File: src/rtl/debounce_sync.sv
// Switch/pin debouncer: multi-flop synchronizer, four-state qualification FSM,
// registered edge pulses and a saturating count of rejected transitions.
module debounce_sync #(
    parameter int SYNC_STAGES  = 2,
    parameter int DEBOUNCE_CYC = 16,
    parameter int GLITCH_W     = 8
) (
    input  logic                clk,
    input  logic                rst_n,
    input  logic                raw_i,
    input  logic                en_i,
    input  logic                clr_i,
    output logic                level_o,
    output logic                rise_o,
    output logic                fall_o,
    output logic [GLITCH_W-1:0] glitch_cnt_o,
    output logic [1:0]          state_o
);

    localparam int CW = $clog2(DEBOUNCE_CYC + 1);

    localparam logic [1:0] STABLE_LO = 2'd0;
    localparam logic [1:0] CHK_HI    = 2'd1;
    localparam logic [1:0] STABLE_HI = 2'd2;
    localparam logic [1:0] CHK_LO    = 2'd3;

    localparam logic [CW-1:0]       CNT_LAST   = CW'(DEBOUNCE_CYC - 1);
    localparam logic [GLITCH_W-1:0] GLITCH_MAX = '1;

    logic [SYNC_STAGES-1:0] sync_q;
    logic                   sync;
    logic [1:0]             state_q, state_d;
    logic [CW-1:0]          cnt_q, cnt_d;
    logic                   level_d, rise_d, fall_d;
    logic                   glitch_inc;

    // Only the last synchronizer stage may be observed by the rest of the block.
    always_ff @(posedge clk or negedge rst_n) begin
        if (!rst_n) begin
            sync_q <= '0;
        end else begin
            sync_q <= {sync_q[SYNC_STAGES-2:0], raw_i};
        end
    end

    assign sync = sync_q[SYNC_STAGES-1];

    always_comb begin
        state_d    = state_q;
        cnt_d      = cnt_q;
        level_d    = level_o;
        rise_d     = 1'b0;
        fall_d     = 1'b0;
        glitch_inc = 1'b0;
        case (state_q)
            STABLE_LO: begin
                cnt_d = '0;
                if (en_i && sync) begin
                    state_d = CHK_HI;
                    cnt_d   = CW'(1);
                end
            end
            CHK_HI: begin
                // Disabling abandons qualification without counting it as a glitch.
                if (!en_i) begin
                    state_d = STABLE_LO;
                    cnt_d   = '0;
                end else if (!sync) begin
                    state_d    = STABLE_LO;
                    cnt_d      = '0;
                    glitch_inc = 1'b1;
                end else if (cnt_q == CNT_LAST) begin
                    state_d = STABLE_HI;
                    cnt_d   = '0;
                    level_d = 1'b1;
                    rise_d  = 1'b1;
                end else begin
                    cnt_d = cnt_q + CW'(1);
                end
            end
            STABLE_HI: begin
                cnt_d = '0;
                if (en_i && !sync) begin
                    state_d = CHK_LO;
                    cnt_d   = CW'(1);
                end
            end
            CHK_LO: begin
                if (!en_i) begin
                    state_d = STABLE_HI;
                    cnt_d   = '0;
                end else if (sync) begin
                    state_d    = STABLE_HI;
                    cnt_d      = '0;
                    glitch_inc = 1'b1;
                end else if (cnt_q == CNT_LAST) begin
                    state_d = STABLE_LO;
                    cnt_d   = '0;
                    level_d = 1'b0;
                    fall_d  = 1'b1;
                end else begin
                    cnt_d = cnt_q + CW'(1);
                end
            end
            default: begin
                state_d = STABLE_LO;
                cnt_d   = '0;
            end
        endcase
    end

    always_ff @(posedge clk or negedge rst_n) begin
        if (!rst_n) begin
            state_q <= STABLE_LO;
            cnt_q   <= '0;
            level_o <= 1'b0;
            rise_o  <= 1'b0;
            fall_o  <= 1'b0;
        end else begin
            state_q <= state_d;
            cnt_q   <= cnt_d;
            level_o <= level_d;
            rise_o  <= rise_d;
            fall_o  <= fall_d;
        end
    end

    // Clear has priority over a same-cycle increment.
    always_ff @(posedge clk or negedge rst_n) begin
        if (!rst_n) begin
            glitch_cnt_o <= '0;
        end else if (clr_i) begin
            glitch_cnt_o <= '0;
        end else if (glitch_inc && (glitch_cnt_o != GLITCH_MAX)) begin
            glitch_cnt_o <= glitch_cnt_o + GLITCH_W'(1);
        end
    end

    assign state_o = state_q;

endmodule

File: config.mk
export PLATFORM = sky130hd
export DESIGN_NAME = debounce_sync
export DESIGN_NICKNAME = d
export VERILOG_FILES = /design/src/rtl/debounce_sync.sv
export SDC_FILE = /design/constraint.sdc
export NUM_CORES = 1
export LEC_CHECK = 0
export ABC_CLOCK_PERIOD_IN_PS = 1700
export CAP_MARGIN = 20
export CELL_PAD_IN_SITES_DETAIL_PLACEMENT = 0
export CELL_PAD_IN_SITES_GLOBAL_PLACEMENT = 1
export CORE_AREA = 2 2 54 56
export CTS_BUF_LIST = sky130_fd_sc_hd__clkbuf_8
export CTS_CLUSTER_DIAMETER = 30
export DETAILED_ROUTE_END_ITERATION = 8
export DIE_AREA = 0 0 56 58
export PLACE_DENSITY_LB_ADDON = 0.08
export REMOVE_ABC_BUFFERS = 1
export SKIP_CTS_REPAIR_TIMING = 1
export SYNTH_ARGS = -nofsm -noshare
export SYNTH_HDL_FRONTEND = slang
export SYNTH_SLANG_ARGS = --single-unit
File: constraint.sdc
create_clock -name clk -period 1.7 [get_ports clk]
set_clock_uncertainty 0.05 [all_clocks]
set_input_delay 0.255 -clock clk [delete_from_list [all_inputs] [get_ports clk]]
set_output_delay 0.255 -clock clk [all_outputs]
set_load 0.05 [all_outputs]
==> metrics <==
outcome=completed; total CTS buffers=3; YS warnings=0; CTS tree=done; vias per cell=a little over 5; worst r2r src=glitch_cnt_o[0]$_DFFE_PN0P_; Worst-path clk slew=roughly 0.07 ns; main area contributors after synthesis=dfrtp_1 55%, a21oi_1 5.5%, nand3_1 3.9%; Detailed Place HPWL=about 1400 um; filler instances=approximately 250; multi-input logic area=392.9 um^2; Die Ht=58 um; Setup crit end kind=flop; Cell variety after synth=24; Die Wd=around 56 um; H-tree levels=1; CP max stage delay=0.39 ns; commonest non-fill, non-tap cells in the layout=30 x buf_4, 20 x dfrtp_1, 10 x a21oi_1; leakage power=0.6121 nW; max-slew violation count=0; clock latency on the worst-skew pair=about 0.26 ns; Setup CP Type=flop to flop; DR WL/cell=12.82 um; Pwr Total=0.9185 mW; Post-Syn Area=904.6 um^2; slew margin rel.=79.96%; GRT overflow=0; post-synth top area cell=dfrtp_1; Initial Util=around 34%; Hold Crit Class=input port to asynchronous set/reset pin; CP Max Fanout=5; Syn Area/Cell=10.77 um^2; router iterations before antenna repair=4; maximum number of pins on one net before global-route repair=21; Top Ports=18; final setup violation count=0; CP cell instances=ha_2 -> nand3_2 -> o2111ai_4 -> buf_6 -> or4_1 -> a21oi_1; Seq/Total Area, Yosys=55.33%; Area growth syn-to-layout=44.54%; maxcap violations=0; Final Hold Violating Endpoints=0; unrepaired setup endpoints after global routing=yes; pwr/cell area=702.4 mW/mm^2; DR vias=784; #FFs+latches synth=20; DRC Markers=0; clk root buf=clkbuf_8; worst endpoint data arrival time=1.77 ns; Tcrit/Tclk final=96.34%; CP max-delay cell=dfrtp_1; gpl congestion=0.6901; Clock Path Buffers=2; peak supply drop=0.4205 mV; die area=about 0.0032 mm^2; All-Layer GR Usage=between 10% and 20%; Worst-Margin Slew=0.2996 ns; Iter 0 DRT Violations=7; IO buf count=17; critical path required time=1.84 ns; # nets final=130; most common cell after layout, fill and taps aside=buf_4; Critical Path Source Type=flop; Post-DRT Antenna Nets=0; crit path launch=glitch_cnt_o[0]$_DFFE_PN0P_; crit path time final=between 1.5 and 2 ns; share of layout cells above drive strength 1=33.61%; setup_tns=0 ns; register area=500.5 um^2; num rows=19; maximum clock frequency=just over 600 MHz; initial antenna violation count=0; Routed WL=1961 um; core area=0.002663 mm^2; cells after synthesis=between 80 and 90; first-pass GRT wire length=3429 um; Yosys top cell area share=~55%; Antenna Cells=0; CTS sink count=20; vias in the first global route=786
[cells by family (layout without fill, tap and decap cells)]
| kind of cell | Yosys count | after routing | synth area share, % |
|---|---|---|---|
| adders and majority gates | 2 | 2 | 2.766 |
| buffers and inverters | 4 | 42 | 3.319 |
| and+or+nand+nor | 33 | 33 | 19.09 |
| muxes | 1 | 1 | 1.107 |
| AOI/OAI and AO/OA | 19 | 19 | 12.72 |
| DFF | 20 | 20 | 55.33 |
| xor gates and xnor gates | 5 | 5 | 5.672 |
[through the flow]
| step | setup slack [ns] | hold WS (ns) | cells | utilization, % | cell area (um^2) |
|---|---|---|---|---|---|
| after floorplan | -0.2677 | -0.09059 | 81 | - | 878.3 |
| after global placement | -0.1287 | 0.2874 | 145 | 45.07 | 1200 |
| after detailed placement | -0.1818 | 0.2889 | 145 | 45.07 | 1200 |
| after CTS | -0.07110 | 0.2940 | 149 | 47.13 | 1255 |
| after global routing | -0.007278 | 0.3079 | 153 | 49.11 | 1308 |
| final | 0.06219 | 0.2858 | 153 | 49.11 | 1308 |
[layer usage]
| metal | global-route usage, % | vias up | part of all wire, % |
|---|---|---|---|
| met5 | 0 | - | 0 |
| met1 | 18.29 | 385 | 49 |
| met2 | 20.84 | 13 | 46 |
| li1 | - | 381 | - |
| met3 | 3.571 | 5 | 3.5 |
| met4 | 7.143 | 0 | 2.0 |
[Yosys cell counts]
cell type and instances:
or3_1 3, nor3_1 1, dfrtp_1 20, o31ai_1 4, o2111ai_2 1, xor2_1 3
o21ai_0 4, nand2_1 6, a21oi_1 10, xnor2_1 1, xnor2_2 1, ha_1 2
nor2_1 7, nand2b_1 1, buf_1 1, nand4b_1 1, and3_1 2, or4_1 3
mux2i_1 1, nor4b_1 1, nand4_1 1, inv_1 1, nand3_1 7, buf_6 2
[critical path: cells and delay by family, from the launching register on]
family                     cells  cell delay (ns)
and+or+nand+nor                2             0.48
DFF                            1             0.39
AOI/OAI and AO/OA              2             0.29
adders and majority gates      1             0.20
buffers and inverters          1             0.16
[report_power, final]
part | internal (mW) | switching (mW) | leakage, nW | total, mW
combinational | 0.0320 | 0.0382 | 0.311 | 0.0703
clock | 0.206 | 0.156 | 0.0288 | 0.362
sequential | 0.482 | 0.00464 | 0.273 | 0.486
[registers in the layout (all words and copies together), names as in the netlist]
register	flops
fall_o	1
cnt_q	5
glitch_cnt_o	8
sync_q	2
rise_o	1
state_o	2
level_o	1
[worst paths after layout]
kind                                               end  slack, ns  depth (start not counted)
max                        glitch_cnt_o[6]$_DFFE_PN0P_       0.06                          6
min                        glitch_cnt_o[6]$_DFFE_PN0P_       0.29                          2
max reg2reg                glitch_cnt_o[6]$_DFFE_PN0P_       0.06                          6
min reg2reg                        sync_q[1]$_DFF_PN0_       0.30                          0
max in group asynchronous             rise_o$_DFF_PN0_       1.10                          2
min in group clk                   sync_q[1]$_DFF_PN0_       0.30                          0
[area by class of cell]
type                            count  share of cell area [%]
Clock buffer                        4                   4.211
Inverter                            1                  0.2871
Multi-Input combinational cell     60                   30.05
Sequential cell                    20                   38.28
Tap cell                           31                   2.967
Timing Repair Buffer               37                   24.21
(Power assumes the default switching activity.)
